**src/rtl/polaris_pkg.sv**
```systemverilog
// polaris_pkg: shared arbiter state encoding, transfer sizes and bus widths
package polaris_pkg;
  typedef enum logic [1:0] {IDLE = 2'd0, OWN0 = 2'd1, OWN1 = 2'd2} state_e;
  localparam logic [1:0] SIZE_BYTE  = 2'd0;
  localparam logic [1:0] SIZE_HALF  = 2'd1;
  localparam logic [1:0] SIZE_WORD  = 2'd2;
  localparam logic [1:0] SIZE_DWORD = 2'd3;
  localparam int ADR_W = 64;
  localparam int DAT_W = 16;
endpackage

```
**src/rtl/bus_watchdog.sv**
```systemverilog
// bus_watchdog: 8-bit stall counter that flags the cycle an owner hits TIMEOUT
module bus_watchdog #(
  parameter int unsigned TIMEOUT = 255
) (
  input  logic clk_i,
  input  logic reset_ni,
  input  logic clr_i,
  input  logic en_i,
  output logic timeout_o
);
  localparam logic [7:0] LIM = 8'(TIMEOUT - 1);
  logic [7:0] cnt_q, cnt_d;
  assign cnt_d = clr_i ? 8'd0 : en_i ? cnt_q + 8'd1 : cnt_q;
  // the pulse fires in the cycle whose stall would bring the count to TIMEOUT
  assign timeout_o = (TIMEOUT != 0) && en_i && (cnt_q == LIM);
  always_ff @(posedge clk_i) begin
    cnt_q <= !reset_ni ? 8'd0 : cnt_d;
  end
endmodule

```
**src/rtl/bus_arbiter.sv**
```systemverilog
// bus_arbiter: two-master round-robin bus arbiter with watchdog release
module bus_arbiter
  import polaris_pkg::*;
#(
  parameter int unsigned TIMEOUT = 255
) (
  input  logic             clk_i,
  input  logic             reset_ni,
  input  logic             m0_req_i,
  input  logic [ADR_W-1:0] m0_adr_i,
  input  logic [1:0]       m0_size_i,
  input  logic             m0_we_i,
  input  logic             m0_vpa_i,
  input  logic [DAT_W-1:0] m0_dat_i,
  output logic             m0_gnt_o,
  output logic             m0_ack_o,
  output logic             m0_err_o,
  output logic [DAT_W-1:0] m0_dat_o,
  input  logic             m1_req_i,
  input  logic [ADR_W-1:0] m1_adr_i,
  input  logic [1:0]       m1_size_i,
  input  logic             m1_we_i,
  input  logic             m1_vpa_i,
  input  logic [DAT_W-1:0] m1_dat_i,
  output logic             m1_gnt_o,
  output logic             m1_ack_o,
  output logic             m1_err_o,
  output logic [DAT_W-1:0] m1_dat_o,
  output logic             cyc_o,
  output logic [ADR_W-1:0] adr_o,
  output logic [1:0]       size_o,
  output logic             we_o,
  output logic             vpa_o,
  output logic [DAT_W-1:0] dat_o,
  input  logic             ack_i,
  input  logic [DAT_W-1:0] dat_i
);
  state_e     state_q;
  logic       last_q;
  logic [1:0] blk_q;
  logic       own0, own1, ack_fwd, tmo, el0, el1;
  assign own0     = state_q == OWN0;
  assign own1     = state_q == OWN1;
  assign m0_gnt_o = own0;
  assign m1_gnt_o = own1;
  assign cyc_o    = own0 ? m0_req_i  : own1 ? m1_req_i  : 1'b0;
  assign adr_o    = own0 ? m0_adr_i  : own1 ? m1_adr_i  : '0;
  assign size_o   = own0 ? m0_size_i : own1 ? m1_size_i : '0;
  assign we_o     = own0 ? m0_we_i   : own1 ? m1_we_i   : 1'b0;
  assign vpa_o    = own0 ? m0_vpa_i  : own1 ? m1_vpa_i  : 1'b0;
  assign dat_o    = own0 ? m0_dat_i  : own1 ? m1_dat_i  : '0;
  assign ack_fwd  = cyc_o & ack_i;
  assign m0_ack_o = own0 & ack_fwd;
  assign m1_ack_o = own1 & ack_fwd;
  assign m0_err_o = own0 & tmo;
  assign m1_err_o = own1 & tmo;
  assign m0_dat_o = dat_i;
  assign m1_dat_o = dat_i;
  assign el0      = m0_req_i & ~blk_q[0];
  assign el1      = m1_req_i & ~blk_q[1];
  // clearing throughout IDLE guarantees a fresh count on every tenure entry
  bus_watchdog #(.TIMEOUT(TIMEOUT)) u_wdog (
    .clk_i    (clk_i),
    .reset_ni (reset_ni),
    .clr_i    (~(own0 | own1) | ack_fwd),
    .en_i     (cyc_o & ~ack_i),
    .timeout_o(tmo)
  );
  always_ff @(posedge clk_i) begin
    if (!reset_ni) begin
      state_q <= IDLE;
      last_q  <= 1'b1;
      blk_q   <= 2'b00;
    end else begin
      blk_q <= (blk_q & {m1_req_i, m0_req_i}) | {m1_err_o, m0_err_o};
      case (state_q)
        OWN0: if (!m0_req_i || tmo) begin
          state_q <= IDLE;
          last_q  <= 1'b0;
        end
        OWN1: if (!m1_req_i || tmo) begin
          state_q <= IDLE;
          last_q  <= 1'b1;
        end
        default: state_q <= (el0 && (!el1 || last_q)) ? OWN0 : el1 ? OWN1 : IDLE;
      endcase
    end
  end
endmodule

```
**config.mk**
```make
export PLATFORM = sky130hd
export DESIGN_NAME = bus_arbiter
export DESIGN_NICKNAME = d
export VERILOG_FILES = /design/src/rtl/polaris_pkg.sv /design/src/rtl/bus_watchdog.sv /design/src/rtl/bus_arbiter.sv
export SDC_FILE = /design/constraint.sdc
export NUM_CORES = 1
export LEC_CHECK = 0
export ABC_AREA = 1
export BUFFER_PORTS_ARGS = -buffer_cell sky130_fd_sc_hd__buf_2
export CAP_MARGIN = 20
export CORE_AREA = 2 2 120 122
export DETAILED_ROUTE_END_ITERATION = 10
export DIE_AREA = 0 0 122 124
export RECOVER_POWER = 50
export SLEW_MARGIN = 40
export SYNTH_ARGS = -nofsm -noshare
export SYNTH_HDL_FRONTEND = slang
export SYNTH_HIERARCHICAL = 1
export SYNTH_SLANG_ARGS = --single-unit
```
**constraint.sdc**
```tcl
create_clock -name clk_i -period 2.99 [get_ports clk_i]
set_clock_uncertainty 0.2 [all_clocks]
set_input_delay 0.299 -clock clk_i [delete_from_list [all_inputs] [get_ports clk_i]]
set_output_delay 0.299 -clock clk_i [all_outputs]
set_load 0.02 [all_outputs]
```
# [Word-level counts from Yosys, hierarchy flattened]
# Cells that the tools add are included.
[word_totals] reg_bits=13 input_bits=189 output_inout_bits=123
[classes] n_addsub=1 n_eq_ne=5 mux=20 bitwise=17 reduce_logical=12
[ops] op="$mux W64" count=2
[ops] op="$mux W16" count=2
[ops] op="$mux W2" count=6
[ops] op="$add A8 B1 Y8 const B" count=1
[ops] op="$and A1 B1 Y1" count=8
[ops] op="$eq A8 B8 Y1 const B" count=1
[ops] op="$mux W1" count=8
[ops] op="$not A1 Y1" count=5
[ops] op="$ne A2 B1 Y1 const B" count=2
[ops] op="$pmux W2 S2" count=1
[ops] op="$logic_not A1 Y1" count=3
[ops] op="$logic_or A1 B1 Y1" count=3
[ops] op="$reduce_and A3 Y1" count=1
[ops] op="$and A2 B2 Y2" count=1
[ops] op="$eq A2 B1 Y1 const B" count=1
[ops] op="$eq A2 B2 Y1 const B" count=1
[ops] op="$logic_and A1 B1 Y1" count=2
[ops] op="$or A1 B1 Y1" count=2
[ops] op="$or A2 B2 Y2" count=1
[ops] op="$pmux W1 S2" count=1
[ops] op="$reduce_and A2 Y1" count=1
[ops] op="$reduce_bool A2 Y1" count=1
[ops] op="$reduce_or A2 Y1" count=1

# [Depth between registers and ports, before layout]
# Gate-level depths: netlist of the first run.
[logic_depth] depth_word=8 depth_mapped=15

# [Cells and area by module]
# Netlist of the first run, hierarchy kept.
[by_module_without_submodules] module="bus_arbiter" n_inst=1 cells_per_inst=367 area_per_inst_um2=1833.0
[by_module_without_submodules] module="bus_watchdog" n_inst=1 cells_per_inst=53 area_per_inst_um2=379.1

# [Worst setup path before layout of the first run]
# OpenSTA, ideal clock, no wires.
[synth_timing] kind="register -> output" start="register state_q[0]" end="output port m0_err_o" arrival_time_ns=2.043 required_time_ns=2.491 setup_slack_ns=0.448 stages_incl_launch_ff=12 cell_sequence="dfxtp_1 inv_1 ha_1 buf_4 nand2_2 o21ai_2 inv_1 nor2_1 nand4_1 nor3_1 nand2_1 inv_1"
[synth_via] elab_chain_cells=6 elab_cells_between_ends=7 cone_classes="eq/ne (2); mux (2); bitwise (2); reduce/logical (1)"
[synth_lines] element="start, declared" line_no="bus_arbiter.sv:38" rtl="state_e state_q;"
[synth_lines] element="start signal, assigned" line_no="bus_arbiter.sv:85" rtl="default: state_q <= (el0 && (!el1 || last_q)) ? OWN0 : el1 ? OWN1 : IDLE;"
[synth_lines] element="$eq A2 B2 Y1" line_no="bus_arbiter.sv:43" rtl="assign own1 = state_q == OWN1;"
[synth_lines] element="named net m1_gnt_o" line_no="bus_arbiter.sv:25" rtl="output logic m1_gnt_o,"
[synth_lines] element="$mux W1 (2 in series)" line_no="bus_arbiter.sv:46" rtl="assign cyc_o = own0 ? m0_req_i : own1 ? m1_req_i : 1'b0;"
[synth_lines] element="named net cyc_o" line_no="bus_arbiter.sv:29" rtl="output logic cyc_o,"
[synth_lines] element="$and A1 B1 Y1" line_no="bus_arbiter.sv:66" rtl=".en_i (cyc_o & ~ack_i),"
[synth_lines] element="$logic_and A1 B1 Y1" line_no="bus_watchdog.sv:15" rtl="assign timeout_o = (TIMEOUT != 0) && en_i && (cnt_q == LIM);"
[synth_lines] element="named net tmo" line_no="bus_arbiter.sv:41" rtl="logic own0, own1, ack_fwd, tmo, el0, el1;"
[synth_lines] element="$and A1 B1 Y1" line_no="bus_arbiter.sv:55" rtl="assign m0_err_o = own0 & tmo;"
[synth_lines] element="end, declared" line_no="bus_arbiter.sv:17" rtl="output logic m0_err_o,"
# The timed path passes the listed nets, and every way through them passes these cells.

# [Worst setup path in the final report of the first run]
[layout_timing] start="register state_q[1]" end="output port m0_err_o"
[layout_via] elab_chain_cells=6 elab_cells_between_ends=7 cone_classes="eq/ne (2); mux (2); bitwise (2); reduce/logical (1)"
[layout_lines] element="$eq A2 B2 Y1" line_no="bus_arbiter.sv:43"
[layout_lines] element="$mux W1" line_no="bus_arbiter.sv:46"
[layout_lines] element="$mux W1 (*)" line_no="bus_arbiter.sv:46"
[layout_lines] element="$and A1 B1 Y1 (*)" line_no="bus_arbiter.sv:66"
[layout_lines] element="$logic_and A1 B1 Y1 (*)" line_no="bus_watchdog.sv:15"
[layout_lines] element="named net tmo" line_no="bus_arbiter.sv:41"
[layout_lines] element="$and A1 B1 Y1 (*)" line_no="bus_arbiter.sv:55"
# Mark *: on every way through the listed nets, which the timed path passes. The rest lies on a longest branch.

==> results of run 1 <==
## cells by family after synthesis
family,share of synthesized area
buffers and inverters,0.233
flip-flops,0.118
AO/OA/AOI/OAI,0.0317
AND/OR/NAND/NOR,0.595
adder cells (fa/ha/maj),0.0226
## per-stage QoR
step / cells / hold WS, ns / setup slack, ns / total power [W] / cell area [µm²]
floorplan: 420 / 0.183 / 0.448 / 0.000652 / 2210
global placement: 808 / 0.248 / 0.550 / 0.000838 / 3370
detailed placement: 808 / 0.253 / 0.501 / 0.000838 / 3370
CTS: 812 / 0.0807 / 0.235 / 0.00110 / 3450
global route: 812 / 0.0989 / 0.0253 / 0.00115 / 3400
finish: 812 / 0.0758 / 0.247 / 0.00107 / 3400
## final cells by class
| class | count | area (µm²) |
|---|---|---|
| fill | 1594 | 10300 |
| multi-input combinational | 329 | 1450 |
| timing repair buffer | 269 | 1330 |
| sequential | 13 | 260 |
| tap | 180 | 225 |
| clock buffer | 4 | 78.8 |
| inverter | 17 | 63.8 |
## sequential cells by signal, indices dropped and copies added (netlist names)
signal,cells
last_q,1
u_wdog/cnt_q,8
blk_q,2
state_q,2
## placed cells by master (no fill, tap or decap), types with 3 or more instances in the layout
cell,count
buf_4,3
nor2_1,21
buf_2,241
clkbuf_16,3
dfxtp_1,13
nand2_1,190
inv_1,15
nand3_1,94
nand2_2,4
a21oi_1,8
clkbuf_1,24
## critical path, cell delays in order, from the launching register on
cell and delay [ns]:
dfxtp_1 0.34, inv_1 0.10, ha_4 0.42, nand2_2 0.11, o21ai_2 0.09, inv_1 0.05, nor2_1 0.11, nand4_1 0.10
nor3_1 0.33, nand2_1 0.12, inv_1 0.07, buf_2 0.15
## layer usage
layer / vias to the layer above / GRT usage
met5: - / 0
met4: 0 / 0.0187
met3: 8 / 0.0201
met2: 162 / 0.200
met1: 1426 / 0.140
li1: 1727 / -
## path summary, 6_finish.rpt
check / start / endpoint / slack, ns / cells past startpoint
setup / recovery: state_q[1] / m0_err_o / 0.25 / 11
hold / removal: reset_ni / last_q / 0.08 / 2
setup reg to reg: state_q[1] / last_q / 0.51 / 13
hold reg to reg: blk_q[1] / blk_q[1] / 0.26 / 2
## power by group through the flow
| stage | Combinational, W | Sequential [W] | Clock [W] |
|---|---|---|---|
| floorplan | 0.000467 | 0.000184 | 0 |
| global placement | 0.000651 | 0.000186 | 0 |
| detailed placement | 0.000651 | 0.000186 | 0 |
| CTS | 0.000654 | 0.000183 | 0.000259 |
| global route | 0.000704 | 0.000183 | 0.000265 |
| finish | 0.000637 | 0.000183 | 0.000255 |
==> impl_metrics.tcl, run 1 <==
set metrics [dict create \
    endpoint_kind "output pin" \
    timing_hold_violations_final 0 \
    fmax_ghz 0.365 \
    rows 43 \
    wire_per_inst_um 11.8 \
    yosys_warnings 6 \
    cts_sinks 13 \
    syn-instance-count 420 \
    final_core_util 0.248 \
    die_h_um 124 \
    antenna_found_initial 0 \
    io_pins 312 \
    synth_seq_cells 13 \
    ys_seq_area_frac 0.118 \
    grt_pass1_wl_mm 13.7 \
    cts-root-buf "clkbuf_16" \
    finalCriticalPeriod_ns 2.74 \
    wl_met2_mm 4.69 \
    dieArea_um2 15100 \
    area_delta_synth_final_pct 53.9 \
    synthArstFlopShare 0 \
    tritoncts "yes" \
    synthTopCellsByCount "nand2_1, nand3_1, buf_4" \
    fin_crit_sh 0.918 \
    clock_latency_ns 0.24 \
    cts.reportedPaths.clkPinSlew_ns 0.05 \
    cts.path.max_buffers 2 \
    seqPwrFrac 0.170 \
    ant_nets 0 \
    drc_errors 0 \
    internal_power_w 0.000586 \
    grt.total_usage 0.111 \
    vias 3323 \
    cts_resized 0 \
    dp_hpwl_mm 7.75 \
    power_density_nw_per_um2 316 \
    synth_area_um2 2210 \
    p_leak_nw 2.12 \
    synth-edff-count 0 \
    antennaDiodeCount 0 \
    required_ns 2.49 \
    numCtsBuffers 3 \
    synth_cell_types 21 \
    status "finished clean" \
    peakVddDrop_uv 153 \
    initial_utilization 0.161 \
    avgSynthCellArea_um2 5.27 \
    grt_overflow 0 \
    port_buffers 263 \
    nets 826 \
    first_iter_violations 133 \
    core-area_um2 13700 \
    wl_met1_mm 3.99 \
    synth_top_cell_by_area "nand2_1" \
    die_x_um 122 \
    yosys-top-cells-area "nand2_1, nand3_1, buf_4" \
    post-cts-setup-buffers 0 \
    p_switching_w 0.000489 \
    cap_violations 0 \
    gp_congestion 0.771 \
    arrival_ns 2.24 \
    avgViaCountPerCell 4.09 \
    grt_max_degree 55 \
    synth_top_cell_area_share 0.322 \
    hold_class "in2reg" \
    rsz0062_at_grt "false" \
    clock_power_share 0.237 \
    slew_violations 0 \
    swShare 0.455 \
    startpoint_type "flop" \
    yosysMostFrequentCell "nand2_1" \
    met3WireLength_um 846 \
    postCtsHoldBufs 0 \
    synth_nets 613 \
    wl_mm 9.58 \
    drive_gt1_frac 0.408 \
    grt_pass1_vias 2835 \
    relSlewSlack 0.552 \
    crit_type "reg2out" \
    highest-signal-layer "met4" \
    setup_tns_ns 0 \
    pwr-share-comb 0.593 \
    critical_path_peak_fanout 37 \
    drt_first_pass_iters 4 \
    synth-main-ff-cell "dfxtp_1" \
    cts_max_level 1 \
    tightest_slew_ns 0.672 \
    setup_violations 0 \
]
Note: power is estimated with default switching activity, not from simulation.
==> run 2, diff against run 1 <==
--- a/config.mk
+++ b/config.mk
@@ -9,11 +9,11 @@
 export BUFFER_PORTS_ARGS = -buffer_cell sky130_fd_sc_hd__buf_2
 export CAP_MARGIN = 20
 export CORE_AREA = 2 2 120 122
+export CTS_CLUSTER_SIZE = 10
 export DETAILED_ROUTE_END_ITERATION = 10
 export DIE_AREA = 0 0 122 124
 export RECOVER_POWER = 50
 export SLEW_MARGIN = 40
 export SYNTH_ARGS = -nofsm -noshare
 export SYNTH_HDL_FRONTEND = slang
-export SYNTH_HIERARCHICAL = 1
 export SYNTH_SLANG_ARGS = --single-unit
==> run 2 against run 1 <==
Effect of this change: final area rose by 2.2%; power rose by 46%; global-route usage rose by 0.99 points; sequential cell count did not move; sequential power rose by 3%; combinational power rose by 77%; utilization rose by 0.54 points; wire length rose by 9.8%; via count rose by 1.5%; worst hold slack improved by 0.054 ns; register-to-register slack improved by 0.16 ns; critical path type unchanged; critical endpoint is now adr_o[21]; largest cell class unchanged.
==> impl_metrics.tcl, run 2 <==
set metrics [dict create \
    die_x_um 122 \
    final_common_cell "buf_2" \
    avgSynthCellArea_um2 5.10 \
    slew_violations 0 \
    synth_top_cell_area_share 0.343 \
    wire_per_inst_um 12.8 \
    cts.path.max_buffers 2 \
    ys_seq_area_frac 0.118 \
    cts.reportedPaths.clkPinSlew_ns 0.04 \
    nets 837 \
    drc_errors 0 \
    die_h_um 124 \
    peakVddDrop_uv 250 \
    grt_pass1_vias 2916 \
    first_iter_violations 159 \
    cpMostUsedCell "nand2_1" \
    crit_chain "inv_1, ha_1, clkbuf_2, nand2_1, nand2_1, clkbuf_1" \
    fin_crit_sh 0.854 \
    synth_top_cell_by_area "nand2_1" \
    syn-instance-count 433 \
    numCtsBuffers 3 \
    cts_sinks 13 \
    yosys_warnings 0 \
    drt_first_pass_iters 4 \
    clock_latency_ns 0.24 \
    power_density_nw_per_um2 452 \
    setup_violations 0 \
    setup_tns_ns 0 \
    synthArstFlopShare 0 \
    synth_nets 626 \
    grt_pass1_wl_mm 14.7 \
    dieArea_um2 15100 \
    mostFrequentLayoutCells "buf_2, nand2_1, nand3_1" \
    finalCriticalPeriod_ns 2.55 \
    synth-main-ff-cell "dfxtp_1" \
    port_buffers 263 \
    initial_utilization 0.161 \
    relSlewSlack 0.434 \
    rows 43 \
    startpoint_type "flop" \
    dp_hpwl_mm 8.65 \
    required_ns 2.49 \
    regMostFlops "u_wdog.cnt_q" \
    synth_area_um2 2210 \
    postCtsHoldBufs 0 \
    avgViaCountPerCell 4.09 \
    final_core_util 0.254 \
    core-area_um2 13700 \
    grt_max_degree 86 \
    yosysMostFrequentCell "nand2_1" \
    cts-root-buf "clkbuf_16" \
    slowest_delay_ns 0.67 \
    largest_reg_flops 8 \
    endpoint_kind "output pin" \
    hold_class "in2reg" \
    cap_violations 0 \
    ant_nets 0 \
    wl_mm 10.5 \
    cts_resized 0 \
    vias 3372 \
    drive_gt1_frac 0.403 \
    synth-edff-count 0 \
    synthTopCellsByCount "nand2_1, nand3_1, buf_4" \
    yosys-top-cells-area "nand2_1, nand3_1, dfxtp_1" \
    tritoncts "yes" \
    synth_cell_types 21 \
    grt.total_usage 0.121 \
    area_delta_synth_final_pct 57.5 \
    arrival_ns 2.05 \
    p_leak_nw 2.19 \
    cp_slowest_cell "clkbuf_2" \
    critical_path_peak_fanout 45 \
    gp_congestion 0.748 \
    synth_seq_cells 13 \
    grt_overflow 0 \
    fmax_ghz 0.392 \
    antenna_found_initial 2 \
    cts_max_level 1 \
    post-cts-setup-buffers 0 \
    status "finished clean" \
    rsz0062_at_grt "false" \
    tightest_slew_ns 0.849 \
    top_regs "u_wdog.cnt_q x8, blk_q x2, state_q x2" \
    io_pins 312 \
    timing_hold_violations_final 0 \
    crit_type "reg2out" \
]
## run 2: worst max-delay path, delay by kind of cell, from the launching register on
family	cells	cell delay (ns)
AND/OR/NAND/NOR	2	0.25
buffers and inverters	3	1.00
flip-flops	1	0.33
adder cells (fa/ha/maj)	1	0.20
## run 2: routing by layer
layer  track usage  vias up  share of wire
met5             0        -              0
li1              -     1749              -
met1         0.158     1435           0.42
met2         0.208      180           0.48
met3        0.0229        8           0.10
met4        0.0259        0         0.0068
## run 2: stage by stage
| step | worst slack [ns] | hold slack (ns) | power (W) | cells | area (µm²) |
|---|---|---|---|---|---|
| final | 0.437 | 0.130 | 0.00157 | 825 | 3480 |
| after global placement | 0.802 | 0.245 | 0.00136 | 819 | 3460 |
| after floorplan | 0.952 | 0.219 | 0.000987 | 433 | 2210 |
| after detailed placement | 0.777 | 0.250 | 0.00136 | 819 | 3460 |
| after global routing | 0.220 | 0.146 | 0.00171 | 824 | 3480 |
| after CTS | 0.510 | 0.132 | 0.00163 | 823 | 3540 |
## run 2: layout make-up
cell class,instances,area [µm²]
inverters,21,78.8
repair buffers,267,1340
well taps,180,225
clock buffers,3,75.1
multi-input cells,338,1490
diodes,2,5.00
fillers,1625,10200
flip-flops and latches,13,260
clock inverters,1,5.00
## run 2: kinds of logic (layout without fill, tap and decap cells)
group                    count (synthesis)  after routing  synth area share
AO/OA/AOI/OAI                           10             10            0.0244
XOR/XNOR                                 1              1           0.00397
adder cells (fa/ha/maj)                  4              4            0.0227
buffers and inverters                   82            292             0.203
flip-flops                              13             13             0.118
other                                    0              2                 0
AND/OR/NAND/NOR                        323            323             0.628
## run 2: report_power, final
part	total, W	switching (W)	internal [W]
Combinational	0.00113	0.000767	0.000365
Clock	0.000252	0.0000743	0.000178
Sequential	0.000189	0.00000631	0.000182
Total	0.00157	0.000847	0.000725
## run 2: worst paths after layout
kind                                  from    endpoint  cells past startpoint  slack, ns
worst max register to register  state_q[1]      last_q                      8       0.67
worst max-delay path            state_q[1]   adr_o[21]                      6       0.44
worst min register to register      last_q      last_q                      2       0.26
worst min-delay path              reset_ni  state_q[1]                      3       0.13
